## config.mk

```make
export PLATFORM = sky130hd
export DESIGN_NAME = fuzzy_mmio_bank
export DESIGN_NICKNAME = d
export VERILOG_FILES = /design/src/rtl/fuzzy_mmio_bank.sv
export SDC_FILE = /design/constraint.sdc
export NUM_CORES = 1
export LEC_CHECK = 0
export ABC_AREA = 1
export CORE_MARGIN = 2
export CORE_UTILIZATION = 55
export CTS_CLUSTER_DIAMETER = 40
export DETAILED_ROUTE_END_ITERATION = 10
export PLACE_DENSITY = 0.8
export SYNTH_ARGS = -nofsm -noshare
export SYNTH_HDL_FRONTEND = slang
export SYNTH_SLANG_ARGS = --single-unit
```

## constraint.sdc

```tcl
create_clock -name clk -period 2 [get_ports clk]
set_clock_uncertainty 0.2 [all_clocks]
set_input_delay 0.3 -clock clk [delete_from_list [all_inputs] [get_ports clk]]
set_output_delay 0.3 -clock clk [all_outputs]
set_load 0.02 [all_outputs]
```

## src/rtl/fuzzy_mmio_bank.sv

```systemverilog
`default_nettype none
// ============================================================================
// fuzzy_mmio_bank : MMIO bank with double-buffered fuzzy membership params,
//                   input snapshot on start, status tracking and level IRQ.
// Revision        : 1.0
// ============================================================================
module fuzzy_mmio_bank #(
  parameter int DW     = 8,
  parameter int N_IN   = 2,
  parameter int N_SET  = 3,
  parameter int ADDR_W = 8
) (
  input  logic                      clk,
  input  logic                      rst_n,
  input  logic                      cs,
  input  logic                      rd,
  input  logic                      wr,
  input  logic [ADDR_W-1:0]         addr,
  input  logic [DW-1:0]             wdata,
  output logic [DW-1:0]             rdata,
  output logic                      irq,
  output logic                      start,
  output logic                      init,
  output logic                      reg_mode,
  output logic                      dt_mode,
  output logic [N_IN*DW-1:0]        x_in,
  output logic [N_IN*N_SET*4*DW-1:0] mf_param,
  input  logic                      valid,
  input  logic [DW-1:0]             g_out
);

  localparam int NP = N_IN * N_SET * 4;
  localparam logic [ADDR_W-1:0] A_CTRL   = ADDR_W'(0);
  localparam logic [ADDR_W-1:0] A_STATUS = ADDR_W'(1);
  localparam logic [ADDR_W-1:0] A_IRQ_EN = ADDR_W'(2);
  localparam logic [ADDR_W-1:0] A_RESULT = ADDR_W'(3);

  logic [DW-1:0] shadow_x [N_IN];
  logic [DW-1:0] active_x [N_IN];
  logic [DW-1:0] shadow_p [NP];
  logic [DW-1:0] active_p [NP];
  logic [DW-1:0] result;
  logic [DW-1:0] rd_val;
  logic          irq_en;
  logic          busy;
  logic          done;
  logic          overrun;
  logic          pend;

  logic wr_en;
  logic rd_en;
  logic ctrl_wr;
  logic status_wr;
  logic commit_req;
  logic start_req;
  logic start_ok;
  logic load_active;
  logic unused_wdata;

  assign wr_en      = cs & wr;
  assign rd_en      = cs & rd & ~wr;
  assign ctrl_wr    = wr_en & (addr == A_CTRL);
  assign status_wr  = wr_en & (addr == A_STATUS);
  assign commit_req = ctrl_wr & wdata[7];
  assign start_req  = ctrl_wr & wdata[0];
  assign start_ok   = start_req & ~busy;
  // A commit while busy is deferred to the valid edge; a commit landing on the
  // valid edge itself is applied immediately rather than left pending.
  assign load_active = (commit_req & (~busy | valid)) | (valid & pend);
  assign unused_wdata = ^wdata;

  assign irq = done & irq_en;

  // ---------------------------------------------------------------- params
  always_ff @(posedge clk or negedge rst_n) begin
    if (!rst_n) begin
      for (int k = 0; k < NP; k++) begin
        shadow_p[k] <= '0;
        active_p[k] <= '0;
      end
    end else begin
      for (int k = 0; k < NP; k++) begin
        if (wr_en && (addr == ADDR_W'(16 + k)))
          shadow_p[k] <= wdata;
        if (load_active)
          active_p[k] <= shadow_p[k];
      end
    end
  end

  // ---------------------------------------------------------------- inputs
  always_ff @(posedge clk or negedge rst_n) begin
    if (!rst_n) begin
      for (int i = 0; i < N_IN; i++) begin
        shadow_x[i] <= '0;
        active_x[i] <= '0;
      end
    end else begin
      for (int i = 0; i < N_IN; i++) begin
        if (wr_en && (addr == ADDR_W'(4 + i)))
          shadow_x[i] <= wdata;
        if (start_ok)
          active_x[i] <= shadow_x[i];
      end
    end
  end

  // ---------------------------------------------------------- control/status
  always_ff @(posedge clk or negedge rst_n) begin
    if (!rst_n) begin
      init     <= 1'b0;
      reg_mode <= 1'b0;
      dt_mode  <= 1'b0;
      irq_en   <= 1'b0;
      start    <= 1'b0;
      busy     <= 1'b0;
      done     <= 1'b0;
      overrun  <= 1'b0;
      pend     <= 1'b0;
      result   <= '0;
    end else begin
      if (ctrl_wr) begin
        init     <= wdata[1];
        reg_mode <= wdata[2];
        dt_mode  <= wdata[3];
      end
      if (wr_en && (addr == A_IRQ_EN))
        irq_en <= wdata[0];

      start <= start_ok;

      // An accepted start outranks a simultaneous valid: a new job is running.
      if (start_ok)
        busy <= 1'b1;
      else if (valid)
        busy <= 1'b0;

      if (valid)
        done <= 1'b1;
      else if (status_wr && wdata[1])
        done <= 1'b0;

      if (start_req && busy)
        overrun <= 1'b1;
      else if (status_wr && wdata[2])
        overrun <= 1'b0;

      if (valid)
        pend <= 1'b0;
      else if (commit_req && busy)
        pend <= 1'b1;

      if (valid)
        result <= g_out;
    end
  end

  // ---------------------------------------------------------------- read path
  always_comb begin
    rd_val = '0;
    if (addr == A_CTRL) begin
      rd_val[3:1] = {dt_mode, reg_mode, init};
    end else if (addr == A_STATUS) begin
      rd_val[3:0] = {pend, overrun, done, busy};
    end else if (addr == A_IRQ_EN) begin
      rd_val[0] = irq_en;
    end else if (addr == A_RESULT) begin
      rd_val = result;
    end else begin
      for (int i = 0; i < N_IN; i++)
        if (addr == ADDR_W'(4 + i))
          rd_val = shadow_x[i];
      for (int k = 0; k < NP; k++)
        if (addr == ADDR_W'(16 + k))
          rd_val = shadow_p[k];
    end
  end

  always_ff @(posedge clk or negedge rst_n) begin
    if (!rst_n)
      rdata <= '0;
    else if (rd_en)
      rdata <= rd_val;
  end

  // ---------------------------------------------------------------- packing
  generate
    for (genvar i = 0; i < N_IN; i++) begin : g_x_pack
      assign x_in[i*DW +: DW] = active_x[i];
    end
    for (genvar k = 0; k < NP; k++) begin : g_p_pack
      assign mf_param[k*DW +: DW] = active_p[k];
    end
  endgenerate

endmodule
`default_nettype wire

```

After elaboration in Yosys (flattened, before gate mapping)
Index checks and enable logic that the tools add are counted.

Reductions and logical operators: 36. Add/sub/neg operators: 0. Shift operators: 0. Eq/ne operators: 29. Magnitude comparators: 0. Mux-type cells: 42. Bitwise gates (word level): 15. Multipliers: 0. Divide/modulo/power cells: 0.

Operators with widths (number): $mux 8 (27); $eq 8x5->1 const B (16); $eq 8x6->1 const B (8); $logic_and 1x1->1 (31); $eq 8x2->1 const B (2); $eq 8x3->1 const B (2); $mux 4 (3); $and 1x1->1 (11); $mux 1 (10); $eq 8x1->1 const B (1); $logic_not 8->1 (1); $reduce_bool 2->1 (4); $mux 7 (1); $mux 3 (1); $not 1->1 (2); $or 1x1->1 (2).

Memories: 0. Bits in writable memories: 0. Word-level logic and storage cells: 185. Bits in latches: 0. ROM bits: 0. Flip-flop bits (word level): 441.

Longest topological paths before layout
Gate-level depths: netlist of the first run.

Word-level depth: 31. Gate-level depth with buffers: 25. Gate-level depth less buffers: 25.

Worst setup path before layout of the first run
Ideal clock, no wire load.

Kind: input -> register. From: input addr[7]. To: register active_p, in the netlist mf_param[100]. Path slack: -268 ps. Data arrival time: 1944 ps. Stages: 8. Cells stage by stage: nor2_2 -> nand3_2 -> nor3_4 -> nand3_1 -> o21ai_1 -> buf_2 -> buf_4 -> mux2_2.

Longest elaborated chain between the ends: 5.

RTL lines: start, declared (line 18) `input logic [ADDR_W-1:0] addr,`; $logic_not 8->1 (line 62) `assign ctrl_wr = wr_en & (addr == A_CTRL);`; $and 1x1->1 (line 62); $and 1x1->1 (line 64) `assign commit_req = ctrl_wr & wdata[7];`; $and 1x1->1 (line 69) `assign load_active = (commit_req & (~busy | valid)) | (valid & pend);`; $or 1x1->1 (line 69); end signal, assigned by index (line 86) `active_p[k] <= shadow_p[k];`; end, declared (line 41) `logic [DW-1:0] active_p [NP];`.

No other way between the ends. A chain may end at the register's enable or synchronous reset.

Final worst setup path of the first run
From: register shadow_x[9] (netlist bit). To: register rdata[1].

Longest elaborated chain between the ends: 30.

RTL lines: start, declared (line 38) `logic [DW-1:0] shadow_x [N_IN];`; start signal, assigned by index (line 101) `shadow_x[i] <= wdata;`; $mux 8 (2 in a row) (line 171) `if (addr == ADDR_W'(4 + i))`; $mux 8 (24 in a row) (line 174) `if (addr == ADDR_W'(16 + k))`; $mux 8 (line 167) `end else if (addr == A_RESULT) begin`; $mux 7 (line 165) `end else if (addr == A_IRQ_EN) begin`; $mux 4 (line 163) `end else if (addr == A_STATUS) begin`; $mux 3 (line 161) `if (addr == A_CTRL) begin`; end signal, assigned (line 183) `rdata <= rd_val;`; end, declared (line 20) `output logic [DW-1:0] rdata,`.

No other way between the ends.

==> flow_summary.json, run 1 <==
{
  "irDropWorstVdd_mv": 0.6506,
  "drtIter0Drc": 1693,
  "wire_per_inst_um": 20.51,
  "port_buffers": 250,
  "synth_edf_count": 0,
  "numCtsBuffers": 50,
  "crit_buf_inv": 0,
  "drcViolationCount": 0,
  "drv_slew": 0,
  "cpMostUsedCell": "nand4_1",
  "coreArea_sq_um": 32450,
  "fmax_mhz": 379.3,
  "cp.depth": 18,
  "yosysWarningCount": 0,
  "ys.flop_type": "dfrtp_1",
  "avgViaCountPerCell": 5.587,
  "setup-tns-final_ps": -4121,
  "n_fill_cell": 2183,
  "worst_pin_slew_ps": 472.2,
  "crit_path_end_kind": "flip-flop",
  "p_per_area_nw_per_um2": 805.2,
  "relSlewSlack": 0.6852,
  "start_kind": "flip-flop",
  "first_pass_iters": 6,
  "clkTransAtPathRegs_ps": 60,
  "critPathKind": "reg -> reg",
  "final_nets": 2413,
  "pin_count": 251,
  "ys_seq_area_frac": 0.6107,
  "grt_max_degree": 89,
  "hp-class": "in -> reg",
  "arrival_ps": 2890,
  "die_area_sq_um": 34320,
  "worstHoldStart": "wr",
  "fin_ws_ps": -636.2,
  "cts.htree.levels": 2,
  "syn_area_per_cell_sq_um": 9.648,
  "clock_latency_ps": 560,
  "finalCritPeriodShare": 1.318,
  "clock-root-buffer": "clkbuf_16",
  "setup-violations-final": 8,
  "clock_path_buffers": 3,
  "worst_path_largest_cell_delay_ps": 440,
  "failed_checks": "negative setup slack",
  "die_h_um": 185.3,
  "syn_inst": 1873,
  "tritoncts": "yes",
  "min_period_ps": 2636,
  "grt_pass1_vias": 16274,
  "rows": 66,
  "power_w": 0.02013,
  "cellLeakagePower_nw": 12.60,
  "totalWireLength_mm": 58.79,
  "rsz0062_at_grt": "yes",
  "netlist_area_sq_um": 18070,
  "critical_path_required_ps": 2250,
  "fin_util": 0.7705,
  "status": "finished with violations",
  "drive_gt1_frac": 0.2390,
  "gp_congestion": 0.9499,
  "area_growth_pct": 38.37,
  "overflow": 0,
  "cp_cell_sequence": "nand3_1, nand2_1, nor2_2, nand4_1, nor2_1, nand4_1, nor2_1, nand4_1, nor2_1, nand4_1, nor2_1, nand4_1, nor2_1, nand4_1, nand2_1, nand2_1, nand2_1, nand2_1",
  "ys_ff_latch": 441,
  "initial_core_util": 0.5568,
  "cts.sinks": 441,
  "syn-num-nets": 1903,
  "dp_hpwl_mm": 40.53,
  "r2r_start": "shadow_x[9]",
  "synth.distinct_cells": 31,
  "startpoint": "shadow_x[9]",
  "holdWs_ps": 78.28,
  "antenna_found_initial": 2,
  "crit_fanout": 2,
  "slowest_stage": "dfrtp_1",
  "ff2ff_path_depth": 18,
  "die_w_um": 185.3,
  "synthArstFlopShare": 1.000,
  "route.vias.total": 16018,
  "detail-route-antenna-nets": 0,
  "hold_depth": 4,
  "place_ws_ps": -1406,
  "cap_violations": 0,
  "track_usage": 0.3479,
  "crit_family": "simple AND/OR/NAND/NOR gates",
  "finalHoldViolations": 0,
  "grt_pass1_wl_mm": 90.71
}
tightest hold or removal path: stages:
cell and delay [ps]:
dlygate4sd2_1 260, nor2_1 120, nand2_1 80, nand2_1 40
cells in the mapped netlist, types with 2 or more instances:
| master | count | area [sq um] |
|---|---|---|
| nand3_1 | 26 | 130.1 |
| buf_1 | 2 | 7.510 |
| o211ai_1 | 2 | 15.01 |
| o21ai_1 | 2 | 10.01 |
| inv_2 | 8 | 30.03 |
| nand4_1 | 36 | 225.2 |
| nor3_2 | 4 | 40.04 |
| nor3_1 | 8 | 40.04 |
| nor2_2 | 8 | 50.05 |
| buf_2 | 21 | 105.1 |
| buf_4 | 7 | 52.55 |
| clkbuf_1 | 48 | 180.2 |
| nand2_1 | 506 | 1899 |
| dfrtp_1 | 441 | 11040 |
| nor2_1 | 145 | 544.3 |
| o22ai_1 | 2 | 12.51 |
| a21oi_1 | 91 | 455.4 |
| inv_1 | 136 | 510.5 |
| o21ai_0 | 243 | 1216 |
| nand2_2 | 3 | 18.77 |
| mux2_2 | 124 | 1396 |
flip-flops by register name (all words and copies together) (netlist names), 8 cells and up:
| name | flops |
|---|---|
| rdata | 8 |
| mf_param | 192 |
| x_in | 16 |
| shadow_x | 16 |
| result | 8 |
| shadow_p | 192 |
stage by stage:
step / std cells / area [sq um]
after floorplan: 1873 / 18230
after detailed placement: 2747 / 23160
after global placement: 2747 / 23160
after global routing: 2865 / 25000
final: 2867 / 25010
after CTS: 2857 / 24890
path summary, 6_finish.rpt:
check	end	slack, ps
max	rdata[1]	-640
max in group asynchronous	mf_param[34]	200
min reg2reg	x_in[2]	270
max reg2reg	rdata[1]	-640
min in group asynchronous	mf_param[54]	530
min	rdata[6]	80
final cells by class:
class / count / area, sq um / area share
antenna: 2 / 5.005 / 0.0002002
clock buffer: 65 / 1389 / 0.05554
clock inverter: 27 / 249.0 / 0.009957
inverter: 145 / 554.3 / 0.02217
multi-input combinational: 1209 / 6389 / 0.2555
sequential: 441 / 11040 / 0.4414
tap: 442 / 553.0 / 0.02212
timing repair buffer: 536 / 4828 / 0.1931
kinds of logic (layout without fill, tap and decap cells):
| kind of cell | count (synthesis) | in the layout | synth area share |
|---|---|---|---|
| AND/OR/NAND/NOR | 742 | 742 | 0.1669 |
| flip-flops | 441 | 441 | 0.6107 |
| AO/OA/AOI/OAI | 343 | 343 | 0.09589 |
| buffers and inverters | 223 | 773 | 0.04923 |
| multiplexers | 124 | 124 | 0.07727 |
| other | 0 | 2 | 0 |
timing repair:
item / in CTS / in global routing
resized for setup: 286 / 30
endpoints found under the setup margin: 468 / 140
pin swaps: 31 / 30
buffers inserted: 11 / 10
hold endpoints to repair: 435 / 0
hold buffers: 3 / 0
gates cloned: 5 / 0
placed cells by master (no fill, tap or decap), types with 19 or more instances in the layout:
cell | Yosys | layout
inv_1 | 136 | 129
o21ai_0 | 243 | 241
nand2_1 | 506 | 495
buf_12 | 0 | 25
nand3_1 | 26 | 20
buf_4 | 7 | 248
clkbuf_16 | 0 | 51
dlygate4sd2_1 | 0 | 220
dfrtp_1 | 441 | 439
a21oi_1 | 91 | 89
nand4_1 | 36 | 36
nor2_1 | 145 | 127
clkdlybuf4s50_1 | 0 | 19
mux2_2 | 124 | 117
power breakdown:
part | leakage (nW) | switching, W | total (W) | internal [W]
clock | 0.790 | 0.00379 | 0.00901 | 0.00522
sequential | 5.96 | 0.000249 | 0.00950 | 0.00925
combinational | 5.86 | 0.00104 | 0.00162 | 0.000586
total | 12.6 | 0.00508 | 0.0201 | 0.0151
routing by layer:
| layer | GRT usage | part of all wire | wire length, um | up-vias |
|---|---|---|---|---|
| met5 | 0 | 0 | 0 | - |
| met4 | 0.1492 | 0.045 | 2654 | 0 |
| met3 | 0.07668 | 0.092 | 5404 | 204 |
| li1 | - | - | - | 7145 |
| met1 | 0.4528 | 0.39 | 22930 | 7748 |
| met2 | 0.5652 | 0.47 | 27800 | 921 |
Note: power is estimated with default switching activity, not from simulation.
==> run 2: changes to the inputs <==
==> constraint.sdc (replaced) <==
create_clock -name clk -period 2 [get_ports clk]
set_clock_uncertainty 0.2 [all_clocks]
set_input_delay 0.4 -clock clk [delete_from_list [all_inputs] [get_ports clk]]
set_output_delay 0.4 -clock clk [all_outputs]
set_load 0.02 [all_outputs]
==> run 2 against run 1 <==
Effect of this change:
- the flow still finishes with violations (negative setup slack)
- global-route usage is 0.39 points higher
- non-clock buffer count is 2 higher
- die area stayed put
- critical path type unchanged
- largest power group is now clock
- highest routed layer unchanged
==> flow_summary.json, run 2 (synthesis results as in run 1) <==
{
  "arrival_ps": 2960,
  "dr_wl_met2_mm": 32.09,
  "die_w_um": 185.3,
  "wl_met3_mm": 7.312,
  "p_int_w": 0.01557,
  "setup-violations-final": 149,
  "wl_met1_mm": 23.83,
  "p_sw_frac": 0.2591,
  "coreArea_sq_um": 32450,
  "route.vias.total": 17113,
  "setup-tns-final_ps": -14000,
  "worst_path_largest_cell_delay_ps": 440,
  "layout_commonest_cell": "nand2_1",
  "cts.htree.levels": 2,
  "p_per_area_nw_per_um2": 795.3,
  "initial_core_util": 0.5568,
  "grt_max_degree": 74,
  "irDropWorstVdd_mv": 0.6392,
  "avgViaCountPerCell": 5.952,
  "die_area_sq_um": 34320,
  "finalHoldViolations": 0,
  "gp_congestion": 0.9505,
  "cap_violations": 0,
  "cpMostUsedCell": "nand2_1",
  "drv_slew": 0,
  "crit_fanout": 2,
  "hp-class": "in -> async",
  "numCtsBuffers": 52,
  "clock_latency_ps": 570,
  "relSlewSlack": 0.6985,
  "port_buffers": 250,
  "drtIter0Drc": 2123,
  "final_cells": 2875,
  "min_period_ps": 2709,
  "grt_pass1_vias": 16241,
  "clkTransAtPathRegs_ps": 60,
  "dp.cells": 2716,
  "fmax_mhz": 369.2,
  "track_usage": 0.3518,
  "drive_gt1_frac": 0.2712,
  "final_cell_mix": "nand2_1 (488), dfrtp_1 (440), o21ai_0 (240)",
  "start_kind": "flip-flop",
  "rows": 66,
  "overflow": 0,
  "grt_pass1_wl_mm": 91.34,
  "placed_cell_area_sq_um": 22960,
  "status": "finished with violations",
  "final_area_sq_um": 26420,
  "detail-route-antenna-nets": 0,
  "seqPwrFrac": 0.454,
  "crit_path_end_kind": "flip-flop",
  "power_w": 0.02101,
  "cts.sinks": 441,
  "clock-root-buffer": "clkbuf_16",
  "fin_ws_ps": -708.8,
  "finalCritPeriodShare": 1.354,
  "totalWireLength_mm": 67.68,
  "critPathKind": "reg -> reg",
  "combPwrFrac": 0.084,
  "pwr-share-clk": 0.461,
  "pin_count": 251,
  "final_nets": 2417,
  "failed_checks": "negative setup slack",
  "rsz0062_at_grt": "yes",
  "tritoncts": "yes",
  "switchingPower_w": 0.005443,
  "r2r_slack_ps": -710,
  "first_pass_iters": 6,
  "area_growth_pct": 46.19,
  "clock_path_buffers": 3,
  "cp_cell_sequence": "nand2_1, nand3_2, nor2_2, nand3_1, nand2_1, nand4_1, nor2_2, nand4_1, nor2_1, nand4_1, nand2_1, nand3_1, nand2_2, nand3_2, nand2_1, nand2_1, nand2_1, nand2_1, nand2_1, nand2_1",
  "dp_hpwl_mm": 40.01,
  "worst_pin_slew_ps": 451.2,
  "slowest_stage": "dfrtp_1",
  "wire_per_inst_um": 23.54,
  "die_h_um": 185.3,
  "cellLeakagePower_nw": 13.02,
  "routed.top_layer": "met4",
  "drcViolationCount": 0,
  "critical_path_required_ps": 2250,
  "antenna_found_initial": 3
}
==> run 2: metal layers <==
metal	vias up	global-route usage
li1	7146	-
met4	0	0.1632
met3	362	0.08140
met1	8310	0.4555
met5	-	0
met2	1295	0.5658
==> run 2: area by class of cell <==
class	count	area (sq um)
Timing Repair Buffer	538	5369
Sequential cell	441	11040
Antenna cell	3	7.507
Inverter	145	558.0
Multi-Input combinational cell	1209	7136
Fill cell	1814	6036
Tap cell	442	553.0
Clock buffer	66	1426
Clock inverter	31	331.6
==> run 2: final timing paths <==
| kind | start | end | cells after the start |
|---|---|---|---|
| worst max-delay path | shadow_x[10] | rdata[2] | 20 |
| worst min-delay path | rst_n | mf_param[50] | 2 |
| worst max register to register | shadow_x[10] | rdata[2] | 20 |
| worst min register to register | x_in[15] | x_in[15] | 2 |
| max in group asynchronous | rst_n | mf_param[100] | 3 |
| min in group clk | g_out[2] | result[2] | 3 |
==> run 2: timing repair <==
item | 4_1_cts | 5_1_grt
endpoints found under the setup margin | 510 | 245
gates cloned | 7 | 17
gates resized for setup | 322 | 258
buffers inserted | 13 | 23
hold buffers | 1 | 0
pin swaps | 41 | 54
endpoints found under the hold margin | 441 | 0
==> run 2: power by group through the flow <==
stage                     registers, W  clock network, W  logic [W]
after floorplan                0.00982                 0   0.000413
after global placement         0.00964                 0    0.00169
after detailed placement       0.00964                 0    0.00174
after CTS                      0.00949           0.00961    0.00164
after global routing           0.00956            0.0101    0.00190
final                          0.00955           0.00969    0.00177
==> run 2: through the flow <==
step | utilization | hold WS (ps) | setup WS (ps)
floorplan | - | -95.59 | -183.7
global placement | 0.7075 | 136.0 | -1552
detailed placement | 0.7075 | 135.0 | -1630
CTS | 0.7701 | 150.2 | -757.8
global route | 0.8139 | 171.0 | -822.8
finish | 0.8140 | 150.5 | -708.8
==> run 2: worst max-delay path: cells and delay by family (launching register included) <==
family           cells  cell delay, ps
DFF                  1             440
and+or+nand+nor     20            1930
